## src/rtl/lcd_pkg.sv

```systemverilog
// Shared types and defaults for the LCD power/enable sequencer.
// Latency: n/a (types and constants only).
// Backpressure: n/a.
package lcd_pkg;

    typedef enum logic [2:0] {
        ST_OFF          = 3'd0,
        ST_PWR_WAIT     = 3'd1,
        ST_SYNC_WAIT    = 3'd2,
        ST_RAMP_UP      = 3'd3,
        ST_ON           = 3'd4,
        ST_RAMP_DOWN    = 3'd5,
        ST_SYNC_OFF     = 3'd6,
        ST_PWR_OFF_WAIT = 3'd7
    } state_e;

    // Defaults for a 25 MHz pixel clock.
    localparam int unsigned PWR_CYC_DEF     = 250000;   // 10 ms rail settle
    localparam int unsigned WARM_FRAMES_DEF = 2;
    localparam int unsigned RAMP_DIV_DEF    = 25000;    // 1 ms per backlight step
    localparam int unsigned WD_CYC_DEF      = 2500000;  // 100 ms sync watchdog

    // Rail / driver / DISP pattern for a state, returned as {pwr, drv, disp}.
    function automatic logic [2:0] rail_outs(input state_e s);
        logic [2:0] r;
        case (s)
            ST_OFF:                            r = 3'b000;
            ST_PWR_WAIT, ST_PWR_OFF_WAIT:      r = 3'b100;
            ST_SYNC_WAIT, ST_SYNC_OFF:         r = 3'b110;
            ST_RAMP_UP, ST_ON, ST_RAMP_DOWN:   r = 3'b111;
            default:                           r = 3'b000;
        endcase
        return r;
    endfunction

endpackage

```

## src/rtl/lcd_power_seq_if.sv

```systemverilog
// Control/status bundle between the panel power sequencer and its host.
// Latency: n/a (wires only).
// Backpressure: none; all inputs are levels, all outputs are registered levels.
interface lcd_power_seq_if;
    logic       power_req;   // 1 = panel on requested
    logic [7:0] bl_level;    // target backlight duty
    logic       vsync;       // driver vsync, active-low
    logic       lcd_pwr_en;  // panel rail enable
    logic       drv_en;      // timing-driver enable
    logic       lcd_disp;    // panel DISP pin
    logic       bl_pwm;      // backlight PWM
    logic       panel_on;    // high only in ON
    logic       busy;        // high outside OFF and ON
    logic       fault;       // sticky sync watchdog flag
    logic [2:0] state;       // current state encoding

    modport master (
        output power_req, bl_level, vsync,
        input  lcd_pwr_en, drv_en, lcd_disp, bl_pwm, panel_on, busy, fault, state
    );

    modport slave (
        input  power_req, bl_level, vsync,
        output lcd_pwr_en, drv_en, lcd_disp, bl_pwm, panel_on, busy, fault, state
    );
endinterface

```

## src/rtl/lcd_bl_pwm.sv

```systemverilog
// Backlight PWM: free-running 8-bit counter compared against duty.
// Latency: pwm follows a duty change after 1 cycle (registered compare).
// Backpressure: none. Ports: clk, rst_n, duty[7:0] in; pwm out.
module lcd_bl_pwm (
    input  logic       clk,
    input  logic       rst_n,
    input  logic [7:0] duty,
    output logic       pwm
);
    logic [7:0] pwm_cnt;

    // duty 0 never fires; duty 255 is high 255 of every 256 cycles.
    always_ff @(posedge clk or negedge rst_n) begin
        if (!rst_n) begin
            pwm_cnt <= 8'd0;
            pwm     <= 1'b0;
        end else begin
            pwm_cnt <= pwm_cnt + 8'd1;
            pwm     <= (pwm_cnt < duty);
        end
    end
endmodule

```

## src/rtl/lcd_power_seq.sv

```systemverilog
// LCD panel power sequencer: orders rail, driver enable, DISP and backlight ramp.
// Latency: outputs registered, decoded from next-state so they change with the state register.
// Backpressure: none; power_req/bl_level are levels, vsync is sampled every cycle.
// Ports: clk, rst_n (async active-low); bus (slave) carries requests and all status outputs.
module lcd_power_seq
    import lcd_pkg::*;
#(
    parameter int unsigned PWR_CYC     = PWR_CYC_DEF,
    parameter int unsigned WARM_FRAMES = WARM_FRAMES_DEF,
    parameter int unsigned RAMP_DIV    = RAMP_DIV_DEF,
    parameter int unsigned WD_CYC      = WD_CYC_DEF
) (
    input  logic             clk,
    input  logic             rst_n,
    lcd_power_seq_if.slave   bus
);
    state_e      state_q, state_d;
    logic [31:0] dly_cnt, rdiv_cnt, frm_cnt;
    logic [7:0]  bl_cur, bl_nxt, bl_tgt;
    logic        vsync_q, vs_fall, ramp_step, entry, fault_q, fault_set;
    logic        pwr_q, drv_q, disp_q, on_q, busy_q;
    logic        dly_end, frames_done;

    assign vs_fall     = vsync_q & ~bus.vsync;
    assign ramp_step   = (rdiv_cnt == RAMP_DIV - 1);
    assign dly_end     = (dly_cnt == PWR_CYC - 1);
    assign frames_done = (frm_cnt >= WARM_FRAMES);
    assign entry       = (state_d != state_q);

    // One step toward the target per divider period; saturates at the target.
    always_comb begin
        bl_tgt = (state_q == ST_RAMP_UP || state_q == ST_ON) ? bus.bl_level : 8'd0;
        bl_nxt = bl_cur;
        if (ramp_step) begin
            if (bl_cur < bl_tgt)      bl_nxt = bl_cur + 8'd1;
            else if (bl_cur > bl_tgt) bl_nxt = bl_cur - 8'd1;
        end
    end

    // Ramp exits look at bl_nxt so the state changes on the same edge that
    // bl_cur lands on its target.
    always_comb begin
        state_d   = state_q;
        fault_set = 1'b0;
        case (state_q)
            ST_OFF:          if (bus.power_req && !fault_q) state_d = ST_PWR_WAIT;
            ST_PWR_WAIT:     if (!bus.power_req)  state_d = ST_PWR_OFF_WAIT;
                             else if (dly_end)    state_d = ST_SYNC_WAIT;
            ST_SYNC_WAIT:    if (!bus.power_req)  state_d = ST_PWR_OFF_WAIT;
                             else if (frames_done) state_d = ST_RAMP_UP;
                             else if (dly_cnt == WD_CYC - 1) begin
                                 fault_set = 1'b1;
                                 state_d   = ST_PWR_OFF_WAIT;
                             end
            ST_RAMP_UP:      if (!bus.power_req)  state_d = ST_RAMP_DOWN;
                             else if (bl_nxt == bus.bl_level) state_d = ST_ON;
            ST_ON:           if (!bus.power_req)  state_d = ST_RAMP_DOWN;
            ST_RAMP_DOWN:    if (bus.power_req)   state_d = ST_RAMP_UP;
                             else if (bl_nxt == 8'd0) state_d = ST_SYNC_OFF;
            ST_SYNC_OFF:     if (frames_done)     state_d = ST_PWR_OFF_WAIT;
            ST_PWR_OFF_WAIT: if (dly_end)         state_d = ST_OFF;
            default:         state_d = ST_OFF;
        endcase
    end

    always_ff @(posedge clk or negedge rst_n) begin
        if (!rst_n) begin
            state_q  <= ST_OFF;
            vsync_q  <= 1'b0;
            dly_cnt  <= 32'd0;
            frm_cnt  <= 32'd0;
            rdiv_cnt <= 32'd0;
            bl_cur   <= 8'd0;
            fault_q  <= 1'b0;
            pwr_q    <= 1'b0;
            drv_q    <= 1'b0;
            disp_q   <= 1'b0;
            on_q     <= 1'b0;
            busy_q   <= 1'b0;
        end else begin
            state_q <= state_d;
            vsync_q <= bus.vsync;

            // Shared by the rail delays and the sync watchdog.
            if (entry)
                dly_cnt <= 32'd0;
            else if (state_q inside {ST_PWR_WAIT, ST_SYNC_WAIT, ST_PWR_OFF_WAIT})
                dly_cnt <= dly_cnt + 32'd1;
            else
                dly_cnt <= 32'd0;

            if (entry)
                frm_cnt <= 32'd0;
            else if (vs_fall && (state_q inside {ST_SYNC_WAIT, ST_SYNC_OFF}))
                frm_cnt <= frm_cnt + 32'd1;

            // Divider free-runs in ON so level changes track at ramp rate.
            if (state_d inside {ST_RAMP_UP, ST_RAMP_DOWN} && entry)
                rdiv_cnt <= 32'd0;
            else if (state_d inside {ST_RAMP_UP, ST_ON, ST_RAMP_DOWN})
                rdiv_cnt <= ramp_step ? 32'd0 : rdiv_cnt + 32'd1;
            else
                rdiv_cnt <= 32'd0;

            bl_cur <= (state_d inside {ST_RAMP_UP, ST_ON, ST_RAMP_DOWN}) ? bl_nxt : 8'd0;

            if (fault_set)
                fault_q <= 1'b1;
            else if (state_q == ST_OFF && !bus.power_req)
                fault_q <= 1'b0;

            {pwr_q, drv_q, disp_q} <= rail_outs(state_d);
            on_q   <= (state_d == ST_ON);
            busy_q <= !(state_d == ST_OFF || state_d == ST_ON);
        end
    end

    lcd_bl_pwm u_pwm (
        .clk   (clk),
        .rst_n (rst_n),
        .duty  (bl_cur),
        .pwm   (bus.bl_pwm)
    );

    assign bus.lcd_pwr_en = pwr_q;
    assign bus.drv_en     = drv_q;
    assign bus.lcd_disp   = disp_q;
    assign bus.panel_on   = on_q;
    assign bus.busy       = busy_q;
    assign bus.fault      = fault_q;
    assign bus.state      = state_q;
endmodule
```

## src/flat_wrapper.sv

```systemverilog
// flat-port wrapper written by rule: the top's interface ports become plain ports
module lcd_power_seq_flat import lcd_pkg::*;
#(
    parameter int unsigned PWR_CYC     = PWR_CYC_DEF,
    parameter int unsigned WARM_FRAMES = WARM_FRAMES_DEF,
    parameter int unsigned RAMP_DIV    = RAMP_DIV_DEF,
    parameter int unsigned WD_CYC      = WD_CYC_DEF
)
  (clk, rst_n, bus_power_req, bus_bl_level, bus_vsync, bus_lcd_pwr_en, bus_drv_en, bus_lcd_disp, bus_bl_pwm, bus_panel_on, bus_busy, bus_fault, bus_state);
  lcd_power_seq_if bus_i ();
  input  logic clk;
  input  logic rst_n;
  input wire logic [$bits(bus_i.power_req)-1:0] bus_power_req;
  input wire logic [$bits(bus_i.bl_level)-1:0] bus_bl_level;
  input wire logic [$bits(bus_i.vsync)-1:0] bus_vsync;
  output wire logic [$bits(bus_i.lcd_pwr_en)-1:0] bus_lcd_pwr_en;
  output wire logic [$bits(bus_i.drv_en)-1:0] bus_drv_en;
  output wire logic [$bits(bus_i.lcd_disp)-1:0] bus_lcd_disp;
  output wire logic [$bits(bus_i.bl_pwm)-1:0] bus_bl_pwm;
  output wire logic [$bits(bus_i.panel_on)-1:0] bus_panel_on;
  output wire logic [$bits(bus_i.busy)-1:0] bus_busy;
  output wire logic [$bits(bus_i.fault)-1:0] bus_fault;
  output wire logic [$bits(bus_i.state)-1:0] bus_state;
  assign bus_i.power_req = bus_power_req;
  assign bus_i.bl_level = bus_bl_level;
  assign bus_i.vsync = bus_vsync;
  assign bus_lcd_pwr_en = bus_i.lcd_pwr_en;
  assign bus_drv_en = bus_i.drv_en;
  assign bus_lcd_disp = bus_i.lcd_disp;
  assign bus_bl_pwm = bus_i.bl_pwm;
  assign bus_panel_on = bus_i.panel_on;
  assign bus_busy = bus_i.busy;
  assign bus_fault = bus_i.fault;
  assign bus_state = bus_i.state;
  lcd_power_seq #(.PWR_CYC(PWR_CYC), .WARM_FRAMES(WARM_FRAMES), .RAMP_DIV(RAMP_DIV), .WD_CYC(WD_CYC)) u_core (.clk(clk), .rst_n(rst_n), .bus(bus_i));
endmodule
```

## config.mk

```make
export PLATFORM = sky130hd
export DESIGN_NAME = lcd_power_seq_flat
export DESIGN_NICKNAME = d
export VERILOG_FILES = /design/src/rtl/lcd_pkg.sv /design/src/rtl/lcd_power_seq_if.sv /design/src/rtl/lcd_bl_pwm.sv /design/src/rtl/lcd_power_seq.sv /design/src/flat_wrapper.sv
export SDC_FILE = /design/constraint.sdc
export NUM_CORES = 1
export LEC_CHECK = 0
export BUFFER_PORTS_ARGS = -buffer_cell sky130_fd_sc_hd__buf_2
export CAP_MARGIN = 10
export CELL_PAD_IN_SITES_DETAIL_PLACEMENT = 1
export CELL_PAD_IN_SITES_GLOBAL_PLACEMENT = 2
export CORE_ASPECT_RATIO = 0.6
export CORE_MARGIN = 2
export CORE_UTILIZATION = 41
export DETAILED_ROUTE_END_ITERATION = 8
export GPL_TIMING_DRIVEN = 0
export PLACE_DENSITY = 0.87
export SLEW_MARGIN = 15
export SYNTH_ARGS = -nofsm -noshare
export SYNTH_HDL_FRONTEND = slang
export SYNTH_SLANG_ARGS = --single-unit
```

## constraint.sdc

```tcl
create_clock -name clk -period 5.7 [get_ports clk]
set_input_delay 0.285 -clock clk [delete_from_list [all_inputs] [get_ports clk]]
set_output_delay 0.285 -clock clk [all_outputs]
set_load 0.02 [all_outputs]
```

; After elaboration in Yosys (flattened, before gate mapping)
; Memories as Yosys holds them, arrays and structs flattened. A register that Yosys moved wholly into a read port is not among the register bits.
; Cells that the tools add are included.
[totals]
reg_bits = 120
n_memories = 1
output_inout_bits = 10
in_bits = 12
mem_bits_ro = 24
[classes]
n_bitwise = 2
n_addsub = 6
muxes = 32
order_cmp = 4
n_reduce_logical = 19
n_eq_ne = 15
[memory_table]
columns = memory, words, word_bits, rd, rd_ports_with_merged_regs, write_ports, line
row1 = (no name shown), 8, 3, 1, 1, 0, lcd_pkg.sv:26  ; case (s)
[op_table]
columns = operator, n
row1 = 32-bit two-way mux, 7
row2 = 32-bit by 1-bit adder with 32-bit output (second input constant), 3
row3 = 8-bit two-way mux, 5
row4 = 3-bit two-way mux, 13
row5 = 32-bit by 15-bit equality test with 1-bit output (second input constant), 1
row6 = 32-bit by 18-bit equality test with 1-bit output (second input constant), 1
row7 = 32-bit by 22-bit equality test with 1-bit output (second input constant), 1
row8 = 32-bit by 2-bit >= comparator with 1-bit output (second input constant), 1
row9 = 3-bit case mux with 8 select lines, 1
row10 = 3-bit equality test (second input constant), 6
row11 = 8-bit by 1-bit adder with 8-bit output (second input constant), 2
row12 = 8-bit < comparator, 2
row13 = 3-bit by 2-bit equality test with 1-bit output (second input constant), 3
row14 = 8-bit equality test, 1
row15 = 8-bit > comparator, 1
row16 = 8-bit zero test, 1
row17 = 2-bit nonzero test, 4
row18 = 8-bit by 1-bit subtractor with 8-bit output (second input constant), 1
row19 = 3-bit zero test, 2
row20 = 1-bit two-way mux, 6
row21 = 3-bit nonzero test, 2
row22 = 1-bit logical AND, 4
row23 = 1-bit zero test, 4
row24 = 3-bit by 1-bit equality test with 1-bit output (second input constant), 1
row25 = 4 further kinds, 5

; Depth between registers and ports, before layout
; Gate-level depths: netlist (run 1).
[depth]
ltp_word = 15
ltp_mapped = 20
depth_no_buf = 18

; Hierarchy
; A second synthesis (run 1) with hierarchy kept.
[hier_totals]
cells_unflattened = 825
area_unflattened_um2 = 7508.5
[modules_own_cells]
columns = module, area_each_um2, seq_area_each_um2, instances, cells_per_inst
row1 = lcd_power_seq, 6989.2, 2852.7, 1, 773
row2 = lcd_bl_pwm, 519.2, 225.2, 1, 52

; Worst setup path before layout (run 1)
; Ideal clock, no wire load.
[synth_path]
path_kind = register to register
startpoint = register u_core.state_q[2] (netlist: u_core.bus.state[2])
endpoint = register u_core.rdiv_cnt[10]
path_stages_with_launch = 19
n_path_buf = 3
setup_ns = 0.128
arrival_time_ns = 4.415
t_required_ns = 5.572
path_slack_ns = 1.156
period_less_slack_ns = 4.544
cell_sequence = dfrtp_1 > clkbuf_1 > nor2b_1 > inv_1 > o21ai_1 > nand2_1 > ha_1 > nor2b_1 > o211ai_1 > a21oi_1 > or4_4 > nand2_1 > o211ai_2 > a211oi_4 > nand2_1 > a221oi_2 > buf_4 > buf_2 > nor3_2
[synth_between]
elab_chain_len = 15
elab_cells_between_ends = 40
cone_classes = order compare (2) / eq/ne (12) / mux (20) / reduce/logical (6)
[synth_rtl]
columns = item, line
row1 = from (decl), lcd_power_seq.sv:17  ; state_e state_q, state_d;
row2 = from (signal assigned), lcd_power_seq.sv:81  ; state_q <= state_d;
row3 = 3-bit by 2-bit equality test with 1-bit output / 3-bit equality test (equally long branches), "lcd_power_seq.sv:32, lcd_power_seq.sv:45"
row4 = 1-bit logical OR, lcd_power_seq.sv:32  ; bl_tgt = (state_q == ST_RAMP_UP || state_q == ST_ON) ? bus.bl_level : 8'd0;
row5 = 8-bit two-way mux, lcd_power_seq.sv:32
row6 = 8-bit > comparator, lcd_power_seq.sv:36  ; else if (bl_cur > bl_tgt) bl_nxt = bl_cur - 8'd1;
row7 = 8-bit two-way mux, lcd_power_seq.sv:36
row8 = 8-bit two-way mux, lcd_power_seq.sv:35  ; if (bl_cur < bl_tgt) bl_nxt = bl_cur + 8'd1;
row9 = 8-bit two-way mux, lcd_power_seq.sv:34  ; if (ramp_step) begin
row10 = 8-bit equality test / 8-bit zero test (equally long branches), "lcd_power_seq.sv:56, lcd_power_seq.sv:59"
row11 = "3-bit two-way mux, on equally long branches", "lcd_power_seq.sv:56, lcd_power_seq.sv:59"
row12 = "3-bit two-way mux, on equally long branches", "lcd_power_seq.sv:55, lcd_power_seq.sv:58"
row13 = 3-bit case mux with 8 select lines, lcd_power_seq.sv:45  ; case (state_q)
row14 = "3-bit by 2-bit equality test with 1-bit output, or another cell as far along", "lcd_power_seq.sv:98, lcd_power_seq.sv:100"
row15 = 3-bit nonzero test / 2-bit nonzero test (equally long branches), "lcd_power_seq.sv:100, lcd_power_seq.sv:98"
row16 = 32-bit two-way mux / 1-bit logical AND (equally long branches), "lcd_power_seq.sv:100, lcd_power_seq.sv:98"
row17 = 32-bit two-way mux *, lcd_power_seq.sv:98  ; if (state_d inside {ST_RAMP_UP, ST_RAMP_DOWN} && entry)
row18 = to (signal assigned), lcd_power_seq.sv:101  ; rdiv_cnt <= ramp_step ? 32'd0 : rdiv_cnt + 32'd1;
row19 = to (decl), lcd_power_seq.sv:18  ; logic [31:0] dly_cnt, rdiv_cnt, frm_cnt;
; Mark *: on every way between the ends. The rest lies on a longest branch, timed or not.
; A chain may end at the register's enable or synchronous reset.

; Worst setup path after layout (run 1)
[layout_path]
startpoint = register u_core.state_q[2] (netlist: u_core.bus.state[2])
endpoint = register u_core.dly_cnt[17]
[layout_between]
elab_chain_len = 13
elab_cells_between_ends = 35
cone_classes = order compare (2) / eq/ne (9) / mux (20) / reduce/logical (4)
[layout_rtl]
columns = item, line
row1 = 3-bit by 2-bit equality test with 1-bit output / 3-bit equality test (equally long branches), "lcd_power_seq.sv:32, lcd_power_seq.sv:45"
row2 = 1-bit logical OR, lcd_power_seq.sv:32
row3 = 8-bit two-way mux, lcd_power_seq.sv:32
row4 = 8-bit > comparator, lcd_power_seq.sv:36
row5 = 8-bit two-way mux, lcd_power_seq.sv:36
row6 = 8-bit two-way mux, lcd_power_seq.sv:35
row7 = 8-bit two-way mux, lcd_power_seq.sv:34
row8 = 8-bit equality test / 8-bit zero test (equally long branches), "lcd_power_seq.sv:56, lcd_power_seq.sv:59"
row9 = "3-bit two-way mux, on equally long branches", "lcd_power_seq.sv:56, lcd_power_seq.sv:59"
row10 = "3-bit two-way mux, on equally long branches", "lcd_power_seq.sv:55, lcd_power_seq.sv:58"
row11 = 3-bit case mux with 8 select lines, lcd_power_seq.sv:45
row12 = 3-bit inequality test, lcd_power_seq.sv:28  ; assign entry = (state_d != state_q);
row13 = 32-bit two-way mux *, lcd_power_seq.sv:85  ; if (entry)
row14 = to (signal assigned), lcd_power_seq.sv:88  ; dly_cnt <= dly_cnt + 32'd1;
row15 = to (decl), lcd_power_seq.sv:18
; Marked as above.

==> metrics.csv, run 1 <==
metric;value;unit
maximum clock frequency;188.7;MHz
Top cell by count, worst path;nand2_1;
kind of end point of the critical path;flip-flop;
Remaining DRCs;0;
transition time at the pin with the least slew margin;0.8068;ns
total inserted antenna cells;0;
first-pass GRT wire length;33.29;mm
final weighted congestion of routability-driven global placement;0.8341;
number of buffers and inverters on the critical path;3;
overall die height;107.5;um
net count of the finished layout;852;
area fraction in compound gates after synthesis;7.876;%
share of the yosys chip area belonging to registers;42.03;%
distinct cell type count of the synthesized netlist;65;
Max H-tree Level;4;
setup repair after global routing missed its margin;no;
synthesized area per cell;9.437;um2
Crit Path Class;reg2reg;
dpl ws;0.1086;ns
Clock Tree Root;clkbuf_16;
vias post-DR;5939;
maximum net fanout on the critical path;10;
number of clock sinks seen by CTS;123;
required time at the endpoint of the critical path;6.00;ns
XOR/XNOR share of the synthesized area;14.21;%
Power per Cell Area;399.6;nW/um2
number of global-route vias before repair;6215;
count of filler cells inserted in the layout;1970;
Placement Cell Area;7756;um2
Worst path top cell family by delay;simple AND/OR/NAND/NOR gates;
Post-Route WL;19.59;mm
Final Hold Vio Count;0;
count of port buffers added during placement;20;
total clock buffers created by CTS;17;
number of DRC markers after the initial detailed-route iteration;260;
max_cap viols;0;
main combinational cell family by area after synthesis;simple AND/OR/NAND/NOR gates;
fraction of final layout cells sized beyond drive strength 1;14.08;%
core area;17310;um2
Final setup viols;0;
Detail Placement HPWL;14.31;mm
post-synthesis instance area;7323;um2
CTS clock-pin slew for the worst setup and hold paths;0.06;ns
smallest setup slack after layout;0.3994;ns
top-level port count;22;
run status;finished clean;
multiplexer share of the synthesized area;0.2904;%
worst clock skew;0.007647;ns
number of synthesized register bits;123;
number of routed nets with antenna violations;0;
CTS tree;done;
fraction of synthesis flops using an asynchronous set or reset pin;100.0;%
minimum clock period;5.301;ns
headroom to the max-slew limit;46.07;%
Pre-antenna DRT Iters;4;
Die Outline Area;18980;um2
Clk Latency, worst-skew pair;0.43;ns
Final Core Density;48.42;%
power consumption;3.350;mW
primary flip-flop cell chosen by synthesis mapping;dfrtp_1;
Synth warnings;0;
Post-Synthesis Net Count;810;
global-route congestion overflow total;0;
highest ir drop seen on vdd;0.2384;mV
average wire per cell in the routed design;18.40;um
Die Span X;176.5;um
longest individual stage delay on the worst path;0.69;ns
endpoint arrival time on the critical path;5.60;ns
post-synthesis to final-layout area growth;14.49;%
cell chain of the critical path;clkbuf_1, nor2b_1, inv_1, o21ai_4, nand2_1, ha_1, nor2b_1, o211ai_1, a21o_1, nand2_1, o21ai_1, xnor3_1, nor4_1, nand2_1, a31o_2, o2111ai_2, buf_2, nor2_1;
post-synthesis adder-cell area fraction;3.759;%
classification of the worst-slack hold path;in2reg;
DR vias/cell;5.577;
clock tree buffer depth;2;
Non-Filler Cell Area, Final;8384;um2
final number of max-transition violations;0;
number of cells produced by synthesis;776;
Core Rows;37;
simple logic cell fraction of the synthesized area;28.62;%
final sum of negative setup slack;0;ns
library cell contributing the largest single delay on the critical path;nor4_1;
fin crit share;92.99;%
maximum number of pins on one net before global-route repair;65;
Overall Global Routing Usage;22.44;%
total area of multi-input combinational cells;4028;um2
initial antenna violation count;0;
startpoint class of the critical path;flip-flop;
Initial Util;42.30;%
flip-flop and latch area;3078;um2
leakage power summed over all cells;3.501;nW
number of enable-type register cells in the synthesized netlist;0;
## kinds of logic (layout without fill, tap and decap cells)
| group | after synthesis | count (layout) |
|---|---|---|
| AOI/OAI and AO/OA | 76 | 76 |
| xor gates and xnor gates | 111 | 111 |
| adders and majority gates | 22 | 22 |
| buffers and inverters | 50 | 105 |
| DFF | 123 | 123 |
| muxes | 2 | 2 |
| and+or+nand+nor | 392 | 392 |
## metrics by stage
step / std cells / hold slack [ns]
floorplan: 776 / -0.01059
global placement: 1030 / 0.4289
detailed placement: 1031 / 0.3077
CTS: 1065 / 0.3178
global route: 1065 / 0.3317
finish: 1065 / 0.3477
## report_power, final
group | switching [mW] | internal [mW]
Combinational | 0.910 | 0.381
Sequential | 0.0373 | 0.918
Clock | 0.435 | 0.669
Total | 1.38 | 1.97
## routing by layer
layer	GRT usage, %	part of all wire, %
met4	5.903	0.68
met2	34.91	46
met3	4.979	4.8
met1	31.61	49
met5	0	0
## registers in the layout, indices dropped and copies added (netlist names), 3 cells and up
name,flops
u_core.frm_cnt,32
u_core.bl_cur,8
u_core.u_pwm.pwm_cnt,8
u_core.bus.state,3
u_core.rdiv_cnt,32
u_core.dly_cnt,32
## layout make-up
cell class              count  area share (%)
plain buffers              29           1.880
clock buffers              19           5.402
clock inverters            13           1.701
inverters                  21          0.9402
multi-input cells         603           48.04
flip-flops and latches    123           36.71
well taps                 234           3.492
repair buffers             23           1.836
## Yosys cell counts (4+ instances only)
library cell | count | share of area [%]
a21oi_1 | 14 | 0.96
a31oi_1 | 8 | 0.68
and2_1 | 5 | 0.43
and3_1 | 25 | 2.1
and4_1 | 7 | 0.84
buf_2 | 11 | 0.75
buf_6 | 4 | 0.62
clkbuf_1 | 13 | 0.67
dfrtp_1 | 123 | 42
ha_1 | 22 | 3.8
inv_1 | 19 | 0.97
nand2_1 | 70 | 3.6
nand2b_1 | 8 | 0.68
nand3_1 | 45 | 3.1
nand4_1 | 24 | 2.1
nor2_1 | 112 | 5.7
nor2b_1 | 6 | 0.51
nor3_1 | 20 | 1.4
nor3_2 | 20 | 2.7
nor4_1 | 21 | 1.8
nor4_2 | 7 | 1.2
nor4b_1 | 6 | 0.72
nor4bb_1 | 4 | 0.55
o211ai_1 | 4 | 0.41
o21ai_0 | 13 | 0.89
xnor2_1 | 44 | 5.3
xnor3_1 | 5 | 1.5
xor2_1 | 62 | 7.4
## worst paths after layout
check	start	endpoint	slack, ns	cells after the start
min in group asynchronous	rst_n	u_core.dly_cnt[11]	0.40	2
worst min register to register	u_core.u_pwm.pwm_cnt[7]	u_core.u_pwm.pwm_cnt[7]	0.49	1
worst min-delay path	bus_power_req	u_core.bus.state[1]	0.35	2
worst max register to register	u_core.bus.state[2]	u_core.dly_cnt[17]	0.40	18
max in group asynchronous	rst_n	u_core.bl_cur[5]	4.57	3
worst max-delay path	u_core.bus.state[2]	u_core.dly_cnt[17]	0.40	18
## what timing repair did
item,in CTS,in global routing
resized for setup,0,4
endpoints found under the setup margin,0,104
buffers inserted,0,0
hold buffers,2,0
endpoints found under the hold margin,60,0
## placed cells by master (no fill, tap or decap), types with 6 or more instances in the layout
| cell type | synthesis | routed |
|---|---|---|
| a21oi_1 | 14 | 14 |
| a31oi_1 | 8 | 8 |
| and3_1 | 25 | 25 |
| and4_1 | 7 | 7 |
| buf_2 | 11 | 30 |
| clkbuf_1 | 13 | 12 |
| clkbuf_16 | 0 | 17 |
| dfrtp_1 | 123 | 123 |
| ha_1 | 22 | 22 |
| inv_1 | 19 | 19 |
| nand2_1 | 70 | 70 |
| nand2b_1 | 8 | 8 |
| nand3_1 | 45 | 45 |
| nand4_1 | 24 | 24 |
| nor2_1 | 112 | 112 |
| nor2b_1 | 6 | 6 |
| nor3_1 | 20 | 20 |
| nor3_2 | 20 | 20 |
| nor4_1 | 21 | 21 |
| nor4_2 | 7 | 7 |
| o21ai_0 | 13 | 13 |
| xnor2_1 | 44 | 44 |
| xor2_1 | 62 | 62 |
Power figures use the tool's default switching activity.
==> run 2, diff against run 1 <==
- CTS_CLUSTER_DIAMETER: default -> 120
- REMOVE_ABC_BUFFERS: default -> 1
==> run 2 against run 1 <==
Setup slack got worse by 0.011 ns. Clock power increased by 10%. Die area unchanged. Combinational power increased by 8%. Worst hold slack got worse by 0.10 ns. Fmax decreased by 0.20%. Design area increased by 0.66%. Non-clock buffer count decreased by 22. Critical path type unchanged. Final cell count decreased by 1.9%. Critical path depth decreased by 2. Highest routed layer unchanged. Total power increased by 7.2%. Utilization increased by 0.32 points.
==> metrics.csv, run 2 (same netlist as run 1, synthesis figures left out) <==
metric;value;unit
global-route congestion overflow total;0;
top flop regs;u_core.dly_cnt x32, u_core.frm_cnt x32, u_core.rdiv_cnt x32;
Final setup viols;0;
number of routed nets with antenna violations;0;
maximum number of pins on one net before global-route repair;65;
Hold Path Sink;u_core.bus.fault;
CTS tree;done;
fraction of final layout cells sized beyond drive strength 1;13.56;%
final number of max-transition violations;0;
highest ir drop seen on vdd;0.2902;mV
Top cell by count, worst path;nand2_1;
maximum net fanout on the critical path;16;
Die Span X;176.5;um
launch point of the worst hold path;bus_power_req;
net count of the finished layout;832;
overall die height;107.5;um
commonest non-fill, non-tap cell in the layout;dfrtp_1;
number of DRC markers after the initial detailed-route iteration;406;
run status;finished clean;
number of clock sinks seen by CTS;123;
CTS clock-pin slew for the worst setup and hold paths;0.06;ns
Clk Latency, worst-skew pair;0.42;ns
Die Outline Area;18980;um2
Worst R2R Start;u_core.bus.state[2];
DR vias/cell;5.651;
number of buffers and inverters on the critical path;1;
setup repair after global routing missed its margin;no;
headroom to the max-slew limit;40.95;%
average wire per cell in the routed design;19.37;um
core area;17310;um2
initial antenna violation count;0;
endpoint of the lowest-slack register-to-register path;u_core.dly_cnt[25];
Overall Global Routing Usage;22.08;%
longest individual stage delay on the worst path;0.68;ns
startpoint class of the critical path;flip-flop;
count of cells along the worst register-to-register path;16;
fin crit share;93.18;%
worst clock skew;0.01151;ns
Core Rows;37;
minimum clock period;5.311;ns
cell chain of the critical path;nor2b_1, inv_1, o21ai_4, nand2_1, ha_1, nor2b_1, o211ai_1, a21oi_1, or4_4, nand2_1, xnor3_1, a2111oi_4, nand2_1, a31o_2, o2111ai_2, nor2_1;
Max H-tree Level;4;
commonest non-fill, non-tap cells in the layout;dfrtp_1 (123), nor2_1 (111), nand2_1 (69);
endpoint arrival time on the critical path;5.57;ns
Crit Path Class;reg2reg;
total inserted antenna cells;0;
setup slack of the worst register-to-register path;0.39;ns
clock tree buffer depth;2;
maximum clock frequency;188.3;MHz
leakage power summed over all cells;3.497;nW
cell count of the worst hold path;3;
Power per Cell Area;425.4;nW/um2
kind of end point of the critical path;flip-flop;
Pre-antenna DRT Iters;5;
number of global-route vias before repair;6181;
Detail Placement HPWL;13.20;mm
Post-Route WL;20.24;mm
vias post-DR;5905;
top-level port count;22;
first-pass GRT wire length;32.93;mm
max_cap viols;0;
transition time at the pin with the least slew margin;0.8857;ns
Worst path top cell family by delay;compound AO/OA/AOI/OAI gates;
post-synthesis to final-layout area growth;15.24;%
classification of the worst-slack hold path;in2reg;
Final Hold Vio Count;0;
dpl ws;-0.4095;ns
smallest setup slack after layout;0.3886;ns
count of port buffers added during placement;21;
hold slack;0.2457;ns
Remaining DRCs;0;
final weighted congestion of routability-driven global placement;0.7852;
required time at the endpoint of the critical path;5.96;ns
Initial Util;42.30;%
Clock Tree Root;clkbuf_16;
library cell contributing the largest single delay on the critical path;dfrtp_1;
total clock buffers created by CTS;17;
-- run 2: cell types whose count changed in the layout (fill, tap and decap cells not counted), sizes merged --
cell and change:
a21oi +1, buf -9, bufinv +3, clkbuf -12
clkinv -2, inv -2, o2111ai +1
-- run 2: through the flow --
stage          setup TNS (ns)  area (um2)  utilization (%)  power, mW  std cells
2_1_floorplan          -3.000        7167                -      1.730        747
3_3_place_gp           -67.85        7565            43.69      2.032       1002
3_5_place_dp           -20.15        7662            44.26      2.174       1006
4_1_cts                     0        8356            48.26      3.453       1041
5_1_grt                     0        8439            48.74      3.771       1045
6_report                    0        8439            48.74      3.590       1045
-- run 2: worst max path at each step --
stage | from | depth (start not counted) | end | slack, ns
2_1_floorplan | u_core.bus.state[1] | 18 | u_core.rdiv_cnt[0] | -0.36
3_3_place_gp | u_core.bus.state[1] | 18 | u_core.rdiv_cnt[0] | -2.22
3_5_place_dp | u_core.bus.state[2] | 16 | u_core.rdiv_cnt[29] | -0.41
4_1_cts | u_core.bus.state[2] | 16 | u_core.rdiv_cnt[8] | 0.21
5_1_grt | u_core.bus.state[2] | 16 | u_core.dly_cnt[9] | 0.06
6_report | u_core.bus.state[2] | 16 | u_core.dly_cnt[25] | 0.39
-- run 2: cell type report --
cell class,instances,area (um2)
multi-input combinational,605,4091
tap,234,292.8
sequential,123,3078
clock inverter,12,193.9
timing repair buffer,30,247.7
fill,1974,8875
inverter,21,78.83
clock buffer,20,456.7
-- run 2: layer usage --
| metal | GRT usage (%) | routed length [um] | vias up |
|---|---|---|---|
| met1 | 31.01 | 10010 | 3024 |
| li1 | - | - | 2776 |
| met5 | 0 | 0 | - |
| met2 | 34.96 | 9264 | 82 |
| met3 | 4.202 | 721 | 23 |
| met4 | 6.021 | 241 | 0 |
-- run 2: timing repair --
item | 4_1_cts | 5_1_grt
endpoints found under the setup margin | 62 | 85
endpoints found under the hold margin | 60 | 0
hold buffers | 2 | 0
buffers inserted | 0 | 3
gates cloned | 1 | 1
pin swaps | 1 | 4
gates resized for setup | 3 | 2
-- run 2: power breakdown --
group / leakage (nW) / internal (mW) / total, mW / switching [mW]
registers: 1.67 / 0.918 / 0.988 / 0.0699
logic: 1.51 / 0.432 / 1.39 / 0.963
clock network: 0.316 / 0.797 / 1.21 / 0.411
-- run 2: worst register-to-register path: stages, from the launching register on --
cell	delay, ns
dfrtp_1	0.68
nor2b_1	0.41
inv_1	0.15
o21ai_4	0.37
nand2_1	0.12
ha_1	0.30
nor2b_1	0.13
o211ai_1	0.25
a21oi_1	0.24
or4_4	0.60
nand2_1	0.17
xnor3_1	0.28
a2111oi_4	0.45
nand2_1	0.16
a31o_2	0.38
o2111ai_2	0.37
nor2_1	0.12
